## config.mk

```make
export PLATFORM = sky130hd
export DESIGN_NAME = uart_fifo_tx_flat
export DESIGN_NICKNAME = d
export VERILOG_FILES = /design/src/rtl/uart_fifo_tx_if.sv /design/src/rtl/uart_fifo_tx.sv /design/src/flat_wrapper.sv
export SDC_FILE = /design/constraint.sdc
export NUM_CORES = 1
export LEC_CHECK = 0
export ABC_AREA = 1
export CAP_MARGIN = 0
export CORE_ASPECT_RATIO = 1.75
export CORE_MARGIN = 3
export CORE_UTILIZATION = 55
export DETAILED_ROUTE_END_ITERATION = 10
export GPL_TIMING_DRIVEN = 0
export MAX_ROUTING_LAYER = met4
export PLACE_DENSITY = 0.75
export SLEW_MARGIN = 20
export SYNTH_ARGS = -nofsm -noshare
export SYNTH_HDL_FRONTEND = slang
export SYNTH_SLANG_ARGS = --single-unit
```

## constraint.sdc

```tcl
create_clock -name clk -period 3.1 [get_ports clk]
set_clock_uncertainty 0.1 [all_clocks]
set_input_delay 0.775 -clock clk [delete_from_list [all_inputs] [get_ports clk]]
set_output_delay 0.775 -clock clk [all_outputs]
set_load 0.005 [all_outputs]
```

## src/rtl/uart_fifo_tx_if.sv

```systemverilog
// FIFO read-side port bundle for uart_fifo_tx: first-word-fall-through head word,
// empty flag and the pop strobe driven back by the transmitter.
interface uart_fifo_tx_if #(
  parameter int unsigned W = 8
);
  logic         empty;
  logic [W-1:0] data_in;
  logic         do_pop;

  // master: the transmitter that pops; slave: the FIFO that supplies words
  modport master (input empty, input data_in, output do_pop);
  modport slave  (output empty, output data_in, input do_pop);
endinterface

```

## src/rtl/uart_fifo_tx.sv

```systemverilog
// UART 8N1/8N2 transmitter draining a first-word-fall-through FIFO, one pop per frame,
// with back-to-back frames and no idle gap while words are available.
module uart_fifo_tx #(
  parameter int unsigned CLKS_PER_BIT = 434,
  parameter int unsigned W            = 8,
  parameter int unsigned STOP_BITS    = 1
) (
  input  logic           clk,
  input  logic           reset,
  input  logic           enable,
  uart_fifo_tx_if.master fifo,
  output logic           tx,
  output logic           busy,
  output logic           done
);
  localparam int unsigned BAUD_W  = (CLKS_PER_BIT > 1) ? $clog2(CLKS_PER_BIT) : 1;
  localparam int unsigned BIT_MAX = (W > STOP_BITS) ? W : STOP_BITS;
  localparam int unsigned BIT_W   = (BIT_MAX > 1) ? $clog2(BIT_MAX) : 1;

  localparam logic [BAUD_W-1:0] BAUD_LAST = BAUD_W'(CLKS_PER_BIT - 1);
  localparam logic [BIT_W-1:0]  DATA_LAST = BIT_W'(W - 1);
  localparam logic [BIT_W-1:0]  STOP_LAST = BIT_W'(STOP_BITS - 1);

  typedef enum logic [1:0] {IDLE, START, DATA, STOP} state_t;

  state_t            state, state_n;
  logic [BAUD_W-1:0] baud_cnt, baud_cnt_n;
  logic [BIT_W-1:0]  bit_cnt, bit_cnt_n;
  logic [W-1:0]      shreg, shreg_n;
  logic              tx_n, done_n;
  logic              baud_last, frame_end, pop;

  assign baud_last = (baud_cnt == BAUD_LAST);
  assign frame_end = (state == STOP) && baud_last && (bit_cnt == STOP_LAST);

  // Gated by reset so no pop can reach the FIFO while the frame state is being cleared.
  assign pop         = ~reset & enable & ~fifo.empty & ((state == IDLE) | frame_end);
  assign fifo.do_pop = pop;
  assign busy        = (state != IDLE);

  always_comb begin
    state_n    = state;
    baud_cnt_n = baud_cnt + 1'b1;
    bit_cnt_n  = bit_cnt;
    shreg_n    = shreg;
    tx_n       = tx;
    done_n     = frame_end;
    if (pop) begin
      // Covers both a start from IDLE and the back-to-back restart on the last stop cycle.
      state_n    = START;
      baud_cnt_n = '0;
      bit_cnt_n  = '0;
      shreg_n    = fifo.data_in;
      tx_n       = 1'b0;
    end else begin
      case (state)
        IDLE: begin
          baud_cnt_n = '0;
          tx_n       = 1'b1;
        end
        START: begin
          if (baud_last) begin
            state_n    = DATA;
            baud_cnt_n = '0;
            tx_n       = shreg[0];
          end
        end
        DATA: begin
          if (baud_last) begin
            baud_cnt_n = '0;
            if (bit_cnt == DATA_LAST) begin
              state_n   = STOP;
              bit_cnt_n = '0;
              tx_n      = 1'b1;
            end else begin
              bit_cnt_n = bit_cnt + 1'b1;
              shreg_n   = shreg >> 1;
              tx_n      = shreg_n[0];
            end
          end
        end
        STOP: begin
          if (baud_last) begin
            baud_cnt_n = '0;
            if (bit_cnt == STOP_LAST) begin
              state_n   = IDLE;
              bit_cnt_n = '0;
            end else begin
              bit_cnt_n = bit_cnt + 1'b1;
            end
          end
        end
        default: state_n = IDLE;
      endcase
    end
  end

  always_ff @(posedge clk or posedge reset) begin
    if (reset) begin
      state    <= IDLE;
      baud_cnt <= '0;
      bit_cnt  <= '0;
      shreg    <= '0;
      tx       <= 1'b1;
      done     <= 1'b0;
    end else begin
      state    <= state_n;
      baud_cnt <= baud_cnt_n;
      bit_cnt  <= bit_cnt_n;
      shreg    <= shreg_n;
      tx       <= tx_n;
      done     <= done_n;
    end
  end
endmodule

```

## src/flat_wrapper.sv

```systemverilog
// flat-port wrapper written by rule: the top's interface ports become plain ports
module uart_fifo_tx_flat 
#(
  parameter int unsigned CLKS_PER_BIT = 434,
  parameter int unsigned W            = 8,
  parameter int unsigned STOP_BITS    = 1
)
  (clk, reset, enable, tx, busy, done, fifo_empty, fifo_data_in, fifo_do_pop);
  uart_fifo_tx_if #(.W(W)) fifo_i ();
  input  logic clk;
  input  logic reset;
  input  logic enable;
  output logic tx;
  output logic busy;
  output logic done;
  input wire logic [$bits(fifo_i.empty)-1:0] fifo_empty;
  input wire logic [$bits(fifo_i.data_in)-1:0] fifo_data_in;
  output wire logic [$bits(fifo_i.do_pop)-1:0] fifo_do_pop;
  assign fifo_i.empty = fifo_empty;
  assign fifo_i.data_in = fifo_data_in;
  assign fifo_do_pop = fifo_i.do_pop;
  uart_fifo_tx #(.CLKS_PER_BIT(CLKS_PER_BIT), .W(W), .STOP_BITS(STOP_BITS)) u_core (.clk(clk), .reset(reset), .enable(enable), .fifo(fifo_i), .tx(tx), .busy(busy), .done(done));
endmodule
```

=== Yosys cells after proc, flatten, opt, wreduce, memory -nomap -nowiden ===
Index checks and enable logic that the tools add are counted.

* Register bits: 24
* Bits of input ports: 12
* Output and inout bits: 4
* Logic and storage cells: 65

* Add/sub/neg operators: 2
* Equal/unequal tests: 11
* Multiplexer cells: 25
* Bitwise logic cells: 6
* Reductions and logical operators: 15

{| class="wikitable"
|+ Operators by type and width
! operator !! count
|-
| 2-to-1 mux 8 bit || 4
|-
| 2-to-1 mux 9 bit || 2
|-
| one-hot mux 9 bit (2 select lines) || 1
|-
| 2-to-1 mux 3 bit || 5
|-
| 2-to-1 mux 2 bit || 6
|-
| != test 3 x 2 -> 1 bit (second input constant) || 4
|-
| adder 9 x 1 -> 9 bit (second input constant) || 1
|-
| == test 9 bit (second input constant) || 1
|-
| AND reduction 3 bit || 3
|-
| nonzero test 4 bit || 2
|-
| one-hot mux 2 bit (3 select lines) || 1
|-
| one-hot mux 3 bit (2 select lines) || 1
|-
| AND reduction 6 bit || 1
|-
| nonzero test 2 bit || 3
|-
| == test 2 bit (second input constant) || 2
|-
| 2-to-1 mux 1 bit || 4
|-
| adder 3 x 1 -> 3 bit (second input constant) || 1
|-
| AND 1 bit || 3
|-
| == test 3 bit (second input constant) || 1
|-
| zero test 3 bit || 1
|-
| != test 3 bit (second input constant) || 1
|-
| one-hot mux 1 bit (3 select lines) || 1
|-
| nonzero test 3 bit || 1
|-
| OR reduction 3 bit || 1
|-
| other kinds (6) || 8
|}

=== Logic depth before layout (Yosys ltp) ===
* Word-level depth: 7
* Depth in mapped cells: 10
* Depth with buffers taken out: 10

=== Least setup slack after synthesis ===
Ideal clock, no wire load.

* Path type: input port to output port
* From: input port reset
* To: output port fifo_do_pop
* Arrival time: 1934 ps
* Required time: 2225 ps
* Slack: 291 ps
* Stages: 5
* Path through: inv_1 nand2_1 nor2_2 nand2_4 inv_2

* Word-level cells in the longest chain between the ends: 4

{| class="wikitable"
|+ Ends and longest elaborated chain
! what !! line !! RTL
|-
| start: declaration || flat_wrapper.sv:11 || <nowiki>input logic reset;</nowiki>
|-
| NOT 1 bit || uart_fifo_tx.sv:37 || <nowiki>assign pop = ~reset & enable & ~fifo.empty & ((state == IDLE) | frame_end);</nowiki>
|-
| AND 1 bit (3 in a row) || uart_fifo_tx.sv:37 ||
|-
| end: declaration || flat_wrapper.sv:18 || <nowiki>output wire logic [$bits(fifo_i.do_pop)-1:0] fifo_do_pop;</nowiki>
|}

Every way passes these cells.

=== Worst setup path in the final report ===
* From: input port enable
* To: output port fifo_do_pop

* Word-level cells in the longest chain between the ends: 3

{| class="wikitable"
|+ Ends and longest elaborated chain
! what !! line !! RTL
|-
| start: declaration || flat_wrapper.sv:12 || <nowiki>input logic enable;</nowiki>
|-
| AND 1 bit (3 in a row) || uart_fifo_tx.sv:37 ||
|}

Every way passes these cells.

==> out/metrics.yaml <==
critical_path:
  cpMostUsedCell: "clkdlybuf4s50_1"
  path_depth: 6
  critical_path.top_delay_family: "buffers and inverters"
  arrival_ns: 2.16
  crit_type: "input port to primary output"
  end_kind: "primary output"
  worstPathCellList: "clkdlybuf4s50_1, nand2_1, nor2_4, nand2_4, inv_2, clkdlybuf4s50_1"
  rr_worst_depth: 9
  r2r-start: "u_core.bit_cnt[0]$_DFFE_PP0P_"
  required_ns: 2.22
  crit_end: "fifo_do_pop"
  rr_endpoint: "u_core.shreg[6]$_DFFE_PP0P_"
  crit_slowest_cell: "clkdlybuf4s50_1"
  cp_slowest_stage_delay_ns: 0.50
  crit_fanout: 10
  crit_path_start: "enable"
  r2r_slack_ns: 1.30
  startpoint_type: "input port"
  path_buf_inv: 3
power:
  p_leak_nw: 0.9594
  power_w: 0.0005568
  p_per_area_nw_per_um2: 313.2
  peakVddDrop_v: 0.0003351
routing:
  route.met3.wl_um: 58
  wl_met2_um: 1778
  top_layer: "met4"
  via_per_inst: 5.218
  wl_um: 3133
  routedWlPerCell_um: 13.11
  drc: 0
  drt_iter0_drc: 49
  vias: 1247
  dr.pass1.iters: 4
  wl_met1_um: 1233
  ant_nets: 0
logic_synthesis:
  netlist-cell-type-count: 22
  synth-edff-count: 0
  netlist_top_cells_area: "dfrtp_1 (38%), nand2_1 (12%), ha_1 (8.3%), nand3_1 (7.7%), nand3_2 (6.7%)"
  seq_area_frac_synth: 0.4008
  synth_area_um2: 1501
  synth_commonest_cells: "nand2_1 (47), dfrtp_1 (23), nand3_1 (23)"
  synth_most_common_cell: "nand2_1"
  syn_nets: 212
  yosysTopAreaCellShare: 0.3833
  synth_top_cell_by_area: "dfrtp_1"
  yosys_warnings: 0
  syn_avg_cell_area_um2: 7.902
  ys.flop_type: "dfrtp_1"
  ys_async_sr_fraction: 1.000
  synth_cells: 190
  synth.ff_latch_count: 24
floorplan:
  core_area_um2: 2552
  dieArea_um2: 3418
  rows: 24
  dieWidth_um: 45.50
  initial_utilization: 0.5882
  ioPinCount: 16
  die_h_um: 75.12
flow_run:
  max_cap_viol_count: 0
clock_tree:
  cts_sinks: 24
  clk_pin_slew_ns: 0.08
  cts_tree: "yes"
  htree_levels: 1
  clk_latency_ns: 0.27
  clk_path_buf_depth: 2
  root_buffer: "clkbuf_8"
  cts_buffers: 3
sta:
  max_slew.worst_pin.slew_ns: 0.5326
  layout_setup_ws_ns: 0.06783
  setup_tns_ns: 0
  relSlewSlack: 0.6430
  hold_violations: 0
  slew_violations: 0
  period_needed_ns: 3.032
  setup_violations: 0
  fmax_mhz: 329.8
  hold_ws_ns: 0.4011
  fin_crit_sh: 0.9781
grt:
  grt_remaining_overflow: 0
  antenna_found_initial: 0
  track_usage: 0.2223
  grt_first_pass_wirelength_um: 5347
  grt_max_degree: 14
  grt_pass1_vias: 1267
worst_hold_path:
  hp-start: "u_core.baud_cnt[0]$_DFF_PP0_"
  min_path_type: "flop to flop"
placement:
  gp_congestion: 0.8612
  place_area_um2: 1684
  hpwl_um: 2352
  port_buffers: 15
  place_ws_ns: -1.001
layout:
  fillCellCount: 211
  areaGrowthSynthToFinish_pct: 18.42
  n_antenna_cell: 0
  final_nets: 236
  drive_above_1_share: 0.1784
  finish.instance_area_um2: 1778
run_status:
  status: "complete, no violations"
-- what timing repair did --
action,in CTS,in global routing
pin swaps,1,0
hold buffers,0,0
hold endpoints to repair,0,0
endpoints found under the setup margin,1,1
gates cloned,1,0
resized for setup,3,3
setup buffers,2,1
-- metrics by stage --
| stage | cells | utilization |
|---|---|---|
| detailed placement | 231 | 0.6598 |
| finish | 239 | 0.6966 |
| global placement | 231 | 0.6598 |
| floorplan | 190 | - |
| global route | 239 | 0.6966 |
| CTS | 238 | 0.6922 |
-- registers in the layout, summed over array words and instances, names as in the netlist --
name,cells
u_core.shreg,8
u_core.done,1
u_core.tx,1
u_core.state,2
u_core.bit_cnt,3
u_core.baud_cnt,9
-- final cells by class --
class	instances	area [µm²]	area share
Inverter	27	105.1	0.05911
Sequential cell	24	603.1	0.3392
Clock buffer	4	55.05	0.03096
Buffer	1	11.26	0.006334
Timing Repair Buffer	18	171.4	0.09641
Timing Repair inverter	1	5.005	0.002815
Tap cell	26	32.53	0.01830
Multi-Input combinational cell	138	794.5	0.4469
-- cells by family after synthesis --
| family | count (synthesis) | share of synthesized area |
|---|---|---|
| DFF | 24 | 0.4008 |
| buffers and inverters | 28 | 0.07500 |
| and+or+nand+nor | 116 | 0.3892 |
| adders and majority gates | 10 | 0.08333 |
| xor gates and xnor gates | 4 | 0.02334 |
| AOI/OAI and AO/OA | 8 | 0.02833 |
-- per-layer routing --
layer	up-vias	track usage
li1	641	-
met1	585	0.2165
met2	17	0.4184
met3	4	0.02153
met4	0	0.09772
met5	-	-
-- placed cells by master, fill, tap and decap left out, drive strengths merged --
cell type,n
nand2,51
nand3,33
nor2,27
inv,26
dfrtp,23
clkdlybuf4s50,14
ha,10
o21ai,4
clkbuf,4
buf,4
nor3,3
a21oi,3
xor2,3
clkinvlp,2
nand4,1
a211oi,1
nor3b,1
xnor2,1
dlygate4sd2,1
dfstp,1
-- how the worst min path moves through the flow --
stage	end	slack (ns)	cells past startpoint
6_report	u_core.baud_cnt[0]$_DFF_PP0_	0.40	1
5_1_grt	u_core.baud_cnt[0]$_DFF_PP0_	0.42	1
4_1_cts	u_core.baud_cnt[0]$_DFF_PP0_	0.40	1
3_5_place_dp	u_core.baud_cnt[0]$_DFF_PP0_	0.40	1
3_3_place_gp	u_core.baud_cnt[0]$_DFF_PP0_	0.39	1
2_1_floorplan	u_core.baud_cnt[0]$_DFF_PP0_	0.36	1
-- report_power, final --
| part | switching (W) | internal (W) | total, W |
|---|---|---|---|
| registers | 0 | 0.000313 | 0.000313 |
| clock network | 0.000103 | 0.000114 | 0.000217 |
| logic | 0.0000125 | 0.0000146 | 0.0000270 |
| total | 0.000116 | 0.000441 | 0.000557 |
-- worst register-to-register path, cell delays in order (launching register included) --
cell and delay (ns):
dfrtp_1 0.38, buf_4 0.14, ha_1 0.19, ha_1 0.21, inv_1 0.06, nand2_1 0.06, inv_1 0.23, nand2_4 0.16
nand3_2 0.11, nand2_1 0.05
No activity file was read; power rests on OpenSTA's default activity.
